## src/rtl/io_int_arbiter.sv

```systemverilog
`default_nettype none
// ============================================================================
//  Module   : io_int_arbiter
//  Purpose  : Shares the single MIPS interrupt line among NUM_SRC asynchronous
//             event sources. Each source is synchronised to clk50, then
//             rising-edge detected and latched as pending. One unmasked
//             pending source at a time is presented on IO_INT_REQ/IO_INT_ID
//             and cleared through a level IO_INT_ACK handshake.
//  Options  : INT_RR_EN - when defined, selection is round-robin starting
//             after the last granted index; otherwise lowest index wins.
//  Revision : 1.0 - initial release
// ============================================================================
module io_int_arbiter #(
    parameter int NUM_SRC     = 4,
    parameter int ID_W        = 2,
    parameter int SYNC_STAGES = 2
) (
    input  logic                clk50,
    input  logic                reset,
    input  logic [NUM_SRC-1:0]  src_in,
    input  logic [NUM_SRC-1:0]  int_mask,
    input  logic                IO_INT_ACK,
    input  logic [NUM_SRC-1:0]  overrun_clr,
    output logic                IO_INT_REQ,
    output logic [ID_W-1:0]     IO_INT_ID,
    output logic [NUM_SRC-1:0]  pending,
    output logic [NUM_SRC-1:0]  overrun
);

    typedef enum logic [1:0] {
        ST_IDLE    = 2'd0,
        ST_REQ     = 2'd1,
        ST_ACKWAIT = 2'd2
    } state_t;

    logic [NUM_SRC-1:0] r_sync [SYNC_STAGES];
    logic [NUM_SRC-1:0] r_sync_prev;
    logic [NUM_SRC-1:0] r_pending;
    logic [NUM_SRC-1:0] r_overrun;
    state_t             r_state;
    logic               r_req;
    logic [ID_W-1:0]    r_id;

    logic [NUM_SRC-1:0] w_event;
    logic [NUM_SRC-1:0] w_clr;
    logic [NUM_SRC-1:0] w_pending_nxt;
    logic [NUM_SRC-1:0] w_ovr_set;
    logic [NUM_SRC-1:0] w_overrun_nxt;
    logic [NUM_SRC-1:0] w_eligible;
    logic [ID_W-1:0]    w_sel_id;
    logic               w_sel_vld;
    state_t             w_state_nxt;
    logic               w_req_nxt;
    logic [ID_W-1:0]    w_id_nxt;

    // Synchroniser chain plus one history stage for edge detection.
    // Flops clear to 0, so a source high at reset release yields one event.
    always_ff @(posedge clk50 or posedge reset) begin
        if (reset) begin
            for (int s = 0; s < SYNC_STAGES; s++) begin
                r_sync[s] <= '0;
            end
            r_sync_prev <= '0;
        end else begin
            r_sync[0] <= src_in;
            for (int s = 1; s < SYNC_STAGES; s++) begin
                r_sync[s] <= r_sync[s-1];
            end
            r_sync_prev <= r_sync[SYNC_STAGES-1];
        end
    end

    assign w_event    = r_sync[SYNC_STAGES-1] & ~r_sync_prev;
    assign w_eligible = r_pending & ~int_mask;

    // Only the acknowledge of an outstanding request clears a pending bit.
    assign w_clr = (r_state == ST_REQ && IO_INT_ACK)
                 ? ({{(NUM_SRC-1){1'b0}}, 1'b1} << r_id)
                 : '0;

    // A new event beats a simultaneous clear; such a collision is a fresh
    // event rather than an overrun, because the old one was just serviced.
    assign w_pending_nxt = (r_pending & ~w_clr) | w_event;
    assign w_ovr_set     = w_event & r_pending & ~w_clr;
    assign w_overrun_nxt = (r_overrun & ~overrun_clr) | w_ovr_set;

    // Pending and sticky overrun flags.
    always_ff @(posedge clk50 or posedge reset) begin
        if (reset) begin
            r_pending <= '0;
            r_overrun <= '0;
        end else begin
            r_pending <= w_pending_nxt;
            r_overrun <= w_overrun_nxt;
        end
    end

`ifdef INT_RR_EN
    logic [ID_W-1:0] r_last;
    int              w_rr_start;
    int              w_rr_idx;

    // Round-robin pick: scan from (r_last+1) mod NUM_SRC with wrap; the loop
    // runs backwards so the earliest index in search order is kept last.
    always_comb begin
        w_sel_id   = '0;
        w_sel_vld  = |w_eligible;
        w_rr_idx   = 0;
        w_rr_start = int'(r_last) + 1;
        if (w_rr_start >= NUM_SRC) begin
            w_rr_start = 0;
        end
        for (int k = NUM_SRC - 1; k >= 0; k--) begin
            w_rr_idx = w_rr_start + k;
            if (w_rr_idx >= NUM_SRC) begin
                w_rr_idx = w_rr_idx - NUM_SRC;
            end
            if (w_eligible[w_rr_idx]) begin
                w_sel_id = ID_W'(w_rr_idx);
            end
        end
    end

    // Remember the grant on entry to REQ; reset value makes index 0 first.
    always_ff @(posedge clk50 or posedge reset) begin
        if (reset) begin
            r_last <= ID_W'(NUM_SRC - 1);
        end else if (r_state == ST_IDLE && w_sel_vld) begin
            r_last <= w_sel_id;
        end
    end
`else
    // Fixed priority pick: lowest eligible index wins.
    always_comb begin
        w_sel_id  = '0;
        w_sel_vld = |w_eligible;
        for (int i = NUM_SRC - 1; i >= 0; i--) begin
            if (w_eligible[i]) begin
                w_sel_id = ID_W'(i);
            end
        end
    end
`endif

    // Request state register with registered REQ/ID outputs.
    always_ff @(posedge clk50 or posedge reset) begin
        if (reset) begin
            r_state <= ST_IDLE;
            r_req   <= 1'b0;
            r_id    <= '0;
        end else begin
            r_state <= w_state_nxt;
            r_req   <= w_req_nxt;
            r_id    <= w_id_nxt;
        end
    end

    // Next-state logic: ID is frozen outside IDLE, and ACKWAIT holds off
    // re-arming until the level ack drops so one ack clears one bit.
    always_comb begin
        w_state_nxt = r_state;
        w_req_nxt   = r_req;
        w_id_nxt    = r_id;
        case (r_state)
            ST_IDLE: begin
                if (w_sel_vld) begin
                    w_id_nxt    = w_sel_id;
                    w_req_nxt   = 1'b1;
                    w_state_nxt = ST_REQ;
                end
            end
            ST_REQ: begin
                if (IO_INT_ACK) begin
                    w_req_nxt   = 1'b0;
                    w_state_nxt = ST_ACKWAIT;
                end
            end
            ST_ACKWAIT: begin
                if (!IO_INT_ACK) begin
                    w_state_nxt = ST_IDLE;
                end
            end
            default: begin
                w_req_nxt   = 1'b0;
                w_state_nxt = ST_IDLE;
            end
        endcase
    end

    assign IO_INT_REQ = r_req;
    assign IO_INT_ID  = r_id;
    assign pending    = r_pending;
    assign overrun    = r_overrun;

endmodule
`default_nettype wire

```

## config.mk

```make
export PLATFORM = sky130hd
export DESIGN_NAME = io_int_arbiter
export DESIGN_NICKNAME = d
export VERILOG_FILES = /design/src/rtl/io_int_arbiter.sv
export SDC_FILE = /design/constraint.sdc
export NUM_CORES = 1
export LEC_CHECK = 0
export ABC_AREA = 1
export CORE_MARGIN = 2
export CORE_UTILIZATION = 44
export CTS_BUF_LIST = sky130_fd_sc_hd__clkbuf_4 sky130_fd_sc_hd__clkbuf_8
export DETAILED_ROUTE_END_ITERATION = 10
export GPL_ROUTABILITY_DRIVEN = 0
export GPL_TIMING_DRIVEN = 0
export PLACE_DENSITY_LB_ADDON = 0.08
export SYNTH_ARGS = -nofsm -noshare
export SYNTH_HDL_FRONTEND = slang
export SYNTH_SLANG_ARGS = --single-unit
```

## constraint.sdc

```tcl
create_clock -name clk50 -period 0.9 [get_ports clk50]
set_input_delay 0.18 -clock clk50 [delete_from_list [all_inputs] [get_ports clk50]]
set_output_delay 0.18 -clock clk50 [all_outputs]
set_load 0.02 [all_outputs]
```

==> flow_summary_export.csv, run 1 <==
group,metric,value,unit
finish,diodes,0,
logic_synthesis,synthTopCellsByCount,"nand2_1 (27), dfrtp_1 (25), inv_1 (21)",
detailed_routing,first_pass_iters,4,
clock_tree,cts.path.max_buffers,2,
clock_tree,h-tree-depth,1,
worst_setup_path,cp_max_fo,2,
timing,maxSlewViolCount,0,
worst_setup_path,cpLargestDelayFamily,"flip-flops",
logic_synthesis,synth_top_area_share,0.664,
power,pwr-share-clk,0.124,
run_status,violations,"negative setup slack",
timing,post-route-period-util,1.20,
worst_setup_path,path_buf_inv,1,
worst_setup_path,critPathLaunchType,"register",
place,dp_hpwl,1.18,mm
timing,rsz0062_at_grt,"true",
power,combPwrFrac,0.475,
finish,syn_to_final_growth,53.7,%
clock_tree,cts_tree,"yes",
logic_synthesis,yosys_warnings,0,
timing,layout_min_cycle_time,1080,ps
timing,setup_tns,-3530,ps
logic_synthesis,async_flop_share,1.00,
die,die-area,2530,µm²
logic_synthesis,syn-num-nets,113,
logic_synthesis,synth_most_common_cell,"nand2_1",
timing,tightestPinTransition,521,ps
global_routing,overflow,0,
power,p_leak,0.727,nW
clock_tree,hold_buffers,0,
place,io_buffers,25,
die,io_pins,26,
finish,finalInstanceArea,1450,µm²
finish,final_core_utilization,0.730,
logic_synthesis,synth-edff-count,0,
global_routing,first_global_vias,752,
finish,fin_cells,167,
worst_hold_path,min_path_type,"input pin to asynchronous set/reset pin",
logic_synthesis,synthTopCellsByArea,"dfrtp_1 (66%), nand2_1 (11%), inv_1 (8.4%)",
logic_synthesis,synthFlopType,"dfrtp_1",
power,swShare,0.371,
power,pwr-share-seq,0.400,
power,power.density,2770,nW/µm²
worst_setup_path,path_class,"register to output port",
clock_tree,cts_root_buf,"clkbuf_4",
power,vdd_drop_max,1.68,mV
die,die_y,50.3,µm
worst_setup_path,crit_slowest_cell,"dfrtp_2",
worst_setup_path,cp.arrival,900,ps
logic_synthesis,syn_inst,98,
global_routing,grtUsageTotal,0.159,
run_status,status,"finished with violations",
detailed_routing,drc,0,
global_routing,antenna_found_initial,0,
finish,drive_above_1_share,0.371,
timing,setup_ws,-183,ps
clock_tree,insertion_delay,310,ps
timing,fmax,923,MHz
global_routing,grt_max_degree,26,
die,rows,16,
logic_synthesis,syn_area_per_cell,9.61,µm²
detailed_routing,ant_nets,0,
timing,finalSetupViolCount,23,
detailed_routing,wl_per_cell,10.6,µm
timing,max_slew_margin,0.652,
clock_tree,numClockSinks,25,
detailed_routing,drt_wl_total,1.77,mm
clock_tree,numCtsBuffers,3,
place,dp_cells,150,
power,internal-power,2.52,mW
die,initial_core_util,0.475,
global_routing,grt_pass1_wl,3.11,mm
worst_setup_path,end_kind,"output port",
detailed_routing,drt_iter0_markers,4,
clock_tree,clkSlewWorstSetupHoldPaths,130,ps
worst_setup_path,crit_required,720,ps
logic_synthesis,ys_seq_area_frac,0.664,
finish,nNetsFinal,156,
logic_synthesis,yosysTopAreaCell,"dfrtp_1",
timing,finClkSkew,1.46,ps
logic_synthesis,yosysUniqueCellTypes,12,
die,die_w,50.3,µm
logic_synthesis,netlist_area,942,µm²
worst_setup_path,slowest_delay,450,ps
worst_setup_path,startpoint,"pending[2]$_DFF_PP0_",
timing,hold_viol,0,
detailed_routing,vias_per_cell,4.56,
place,place_area,1250,µm²
power,switching_power,1.49,mW
worst_setup_path,crit_chain,"buf_6",
logic_synthesis,ys_ff_latch,25,
detailed_routing,vias,762,
die,core_area,1980,µm²
worst_setup_path,worstReg2RegStart,"r_state[1]$_DFFE_PP0P_",
job,cap_violations,0,
[layout by cell type, fill, tap and decap left out, types with 5 or more instances in the layout]
cell / Yosys / final
buf_4: 0 / 11
clkdlybuf4s50_1: 0 / 14
nand2_2: 1 / 7
o21ai_1: 6 / 6
inv_1: 21 / 19
dfrtp_1: 25 / 20
nand2_1: 27 / 19
dfrtp_2: 0 / 5
buf_6: 0 / 13
nand3_2: 0 / 5
[timing repair]
action | in CTS | in global routing
setup endpoints to repair | 48 | 24
resized for setup | 78 | 6
gates cloned | 0 | 0
setup buffers | 9 | 4
endpoints found under the hold margin | 0 | 0
pin swaps | 5 | 3
[layout make-up]
cell class,instances,area [µm²]
inverters,21,82.6
fillers,148,534
flip-flops and latches,25,632
well taps,27,33.8
multi-input cells,52,300
clock buffers,3,22.5
repair buffers,38,369
clock inverters,1,7.51
[layer usage]
| metal | vias up | part of all wire | track usage |
|---|---|---|---|
| met3 | 4 | 0.046 | 0.0238 |
| met1 | 360 | 0.42 | 0.196 |
| met2 | 20 | 0.51 | 0.283 |
| met5 | - | 0 | 0 |
| met4 | 0 | 0.018 | 0.0556 |
| li1 | 378 | - | - |
[through the flow]
step	power, mW	hold WS [ps]	setup WS, ps
floorplan	2.37	207	-51.0
global placement	2.89	334	-514
detailed placement	2.93	336	-494
CTS	3.83	250	-184
global route	4.24	275	-248
finish	4.01	230	-183
[cells by family after synthesis]
group,Yosys count,share of synthesized area
buf+inv,21,0.0837
flops,25,0.664
compound gates,8,0.0465
simple gates,44,0.206
[sequential cells by signal (all words and copies together), names as in the netlist]
name,count
overrun,4
IO_INT_ID,2
r_sync_prev,4
IO_INT_REQ,1
r_sync,8
r_state,2
pending,4
[path summary, 6_finish.rpt]
path	to	slack [ps]	cells after the start
max in group asynchronous	pending[0]$_DFF_PP0_	340	2
max reg2reg	IO_INT_ID[1]$_DFFE_PP0P_	-180	6
min reg2reg	r_sync[3]$_DFF_PP0_	360	0
max	pending[2]	-180	1
min in group clk50	r_sync[7]$_DFF_PP0_	290	1
min	r_sync[7]$_DFF_PP0_	230	2
[power by group through the flow]
stage                     Combinational, mW  Clock (mW)  Sequential [mW]
after detailed placement               1.31           0             1.63
after floorplan                       0.563           0             1.81
after global routing                   2.07       0.541             1.63
final                                  1.90       0.498             1.60
after CTS                              1.74       0.509             1.58
after global placement                 1.28           0             1.61
(Power assumes the default switching activity.)
==> run 2: changes to the inputs <==
Settings changed: CAP_MARGIN set to 20, CTS_CLUSTER_DIAMETER set to 200.
==> results of run 2 <==
Same layout as run 1: the final DEF is identical, and so are final timing and power.
==> run 3: changes to the inputs <==
Settings changed: PLACE_DENSITY set to 0.76, PLACE_DENSITY_LB_ADDON 0.08 to not set.
==> run 3 against run 2 <==
Effect of this change: the flow still finishes with violations (negative setup slack); maximum frequency about the same; clock power up 3%; clock skew up 4.2 ps; non-clock buffer count down 3; critical path type is now register to register; critical endpoint is now pending[2]$_DFF_PP0_; largest power group unchanged; highest routed layer unchanged.
==> flow_summary_export.csv, run 3 (synthesized netlist as in run 1, its figures left out) <==
group,metric,value,unit
worst_setup_path,crit_slowest_cell,"dfrtp_1",
die,die_y,50.3,µm
clock_tree,clkSlewWorstSetupHoldPaths,130,ps
worst_setup_path,cp.arrival,1280,ps
worst_setup_path,path_buf_inv,1,
detailed_routing,drc,0,
power,power.density,2780,nW/µm²
timing,layout_min_cycle_time,1080,ps
worst_setup_path,cpLargestDelayFamily,"flip-flops",
clock_tree,numCtsBuffers,3,
clock_tree,cts_tree,"yes",
die,rows,16,
die,core_area,1980,µm²
timing,finalSetupViolCount,23,
worst_setup_path,slowest_delay,430,ps
timing,fmax,923,MHz
detailed_routing,drt-met1-wl,678,µm
finish,largest_reg_flops,8,
finish,final_core_utilization,0.727,
finish,seq_area,633,µm²
global_routing,overflow,0,
global_routing,grt_pass1_wl,3.15,mm
worst_setup_path,crit_chain,"inv_2, nand2_4, nor2_4, nand3_2, nand2_1, o21ai_1",
detailed_routing,wl_per_cell,11.0,µm
clock_tree,cts_root_buf,"clkbuf_4",
place,io_buffers,25,
detailed_routing,drt_iter0_markers,5,
finish,diodes,0,
run_status,status,"finished with violations",
power,vdd_drop_max,1.56,mV
timing,finClkSkew,5.62,ps
die,die-area,2530,µm²
timing,rsz0062_at_grt,"true",
timing,tightestPinTransition,524,ps
power,internal-power,2.53,mW
run_status,violations,"negative setup slack",
detailed_routing,drt_wl_total,1.81,mm
global_routing,grt_max_degree,26,
worst_setup_path,cp_max_fo,4,
power,p_leak,0.720,nW
finish,syn_to_final_growth,53.0,%
clock_tree,insertion_delay,310,ps
clock_tree,h-tree-depth,1,
power,combPwrFrac,0.472,
worst_setup_path,crit_required,1100,ps
finish,nNetsFinal,153,
detailed_routing,vias,771,
timing,post-route-period-util,1.20,
die,die_w,50.3,µm
timing,hold_viol,0,
detailed_routing,met2_length,988,µm
timing,max_slew_margin,0.650,
finish,finalInstanceArea,1440,µm²
place,place_area,1250,µm²
global_routing,grtUsageTotal,0.168,
power,pwr-share-seq,0.400,
clock_tree,cts.path.max_buffers,2,
finish,multiInputGateArea,315,µm²
worst_setup_path,path_class,"register to register",
power,swShare,0.367,
detailed_routing,wl_met3,79,µm
global_routing,first_global_vias,788,
worst_setup_path,end_kind,"register",
finish,drive_above_1_share,0.394,
finish,final_cell_mix,"dfrtp_1 (19), inv_1 (18), nand2_1 (17)",
clock_tree,numClockSinks,25,
global_routing,antenna_found_initial,0,
timing,maxSlewViolCount,0,
finish,mostFrequentLayoutCell,"dfrtp_1",
die,io_pins,26,
detailed_routing,ant_nets,0,
finish,largest-register,"r_sync",
worst_hold_path,min_path_type,"input pin to asynchronous set/reset pin",
place,dp_hpwl,1.27,mm
detailed_routing,vias_per_cell,4.70,
timing,holdWs,234,ps
job,cap_violations,0,
finish,n_fill_cell,128,
die,initial_core_util,0.475,
power,switching_power,1.47,mW
detailed_routing,dr.max_layer_used,"met4",
power,pwr-share-clk,0.128,
timing,setup_ws,-183,ps
detailed_routing,first_pass_iters,4,
worst_setup_path,critPathLaunchType,"register",
==> run 3: cell count changes in the layout (fill, tap and decap cells not counted), sizes merged <==
cell	before	now
buf	24	21
clkinvlp	2	1
clkbuf	3	4
==> run 3: worst register-to-register path, stage by stage, from the launching register on <==
cell and delay, ps:
dfrtp_1 430, inv_2 70, nand2_4 50, nor2_4 180
nand3_2 100, nand2_1 70, o21ai_1 70
==> run 3: metal layers <==
metal | GRT usage | vias to the layer above
li1 | - | 378
met1 | 0.182 | 361
met2 | 0.305 | 24
met3 | 0.0268 | 8
met4 | 0.0972 | 0
met5 | 0 | -
==> run 3: area by class of cell <==
class | count | share of cell area
repair buffers | 35 | 0.240
multi-input cells | 52 | 0.219
well taps | 27 | 0.0234
inverters | 21 | 0.0573
clock buffers | 4 | 0.0208
flip-flops and latches | 25 | 0.439
==> run 3: repair_timing <==
item | in CTS | in global routing
setup endpoints to repair | 48 | 23
gates resized for setup | 82 | 8
buffers inserted | 8 | 2
cloned | 0 | 0
pin swaps | 2 | 4
hold buffers | 0 | 0
==> run 3: power by group through the flow <==
stage / Combinational [mW] / Clock [mW] / Sequential [mW]
2_1_floorplan: 0.563 / 0 / 1.81
3_3_place_gp: 1.27 / 0 / 1.61
3_5_place_dp: 1.30 / 0 / 1.63
4_1_cts: 1.76 / 0.537 / 1.58
5_1_grt: 2.05 / 0.585 / 1.64
6_report: 1.89 / 0.511 / 1.60
==> run 3: metrics by stage <==
step / setup slack [ps] / total power [mW] / instances / TNS, ps
after floorplan: -51.0 / 2.37 / 98 / -402
after global placement: -470 / 2.89 / 150 / -17530
after detailed placement: -513 / 2.93 / 150 / -18990
after CTS: -172 / 3.88 / 162 / -3270
after global routing: -258 / 4.28 / 164 / -4750
final: -183 / 4.00 / 164 / -3320
==> run 3: path summary, 6_finish.rpt <==
path                                        startpoint                    to  slack (ps)  cells past startpoint
worst min register to register     r_sync[7]$_DFF_PP0_   r_sync[3]$_DFF_PP0_         360                      0
min in group clk50                           src_in[1]   r_sync[5]$_DFF_PP0_         290                      1
max in group asynchronous                        reset  pending[3]$_DFF_PP0_         330                      2
worst max-delay path            r_state[1]$_DFFE_PP0P_  pending[2]$_DFF_PP0_        -180                      6
worst min-delay path                             reset  overrun[0]$_DFF_PP0_         230                      2
worst max register to register  r_state[1]$_DFFE_PP0P_  pending[2]$_DFF_PP0_        -180                      6
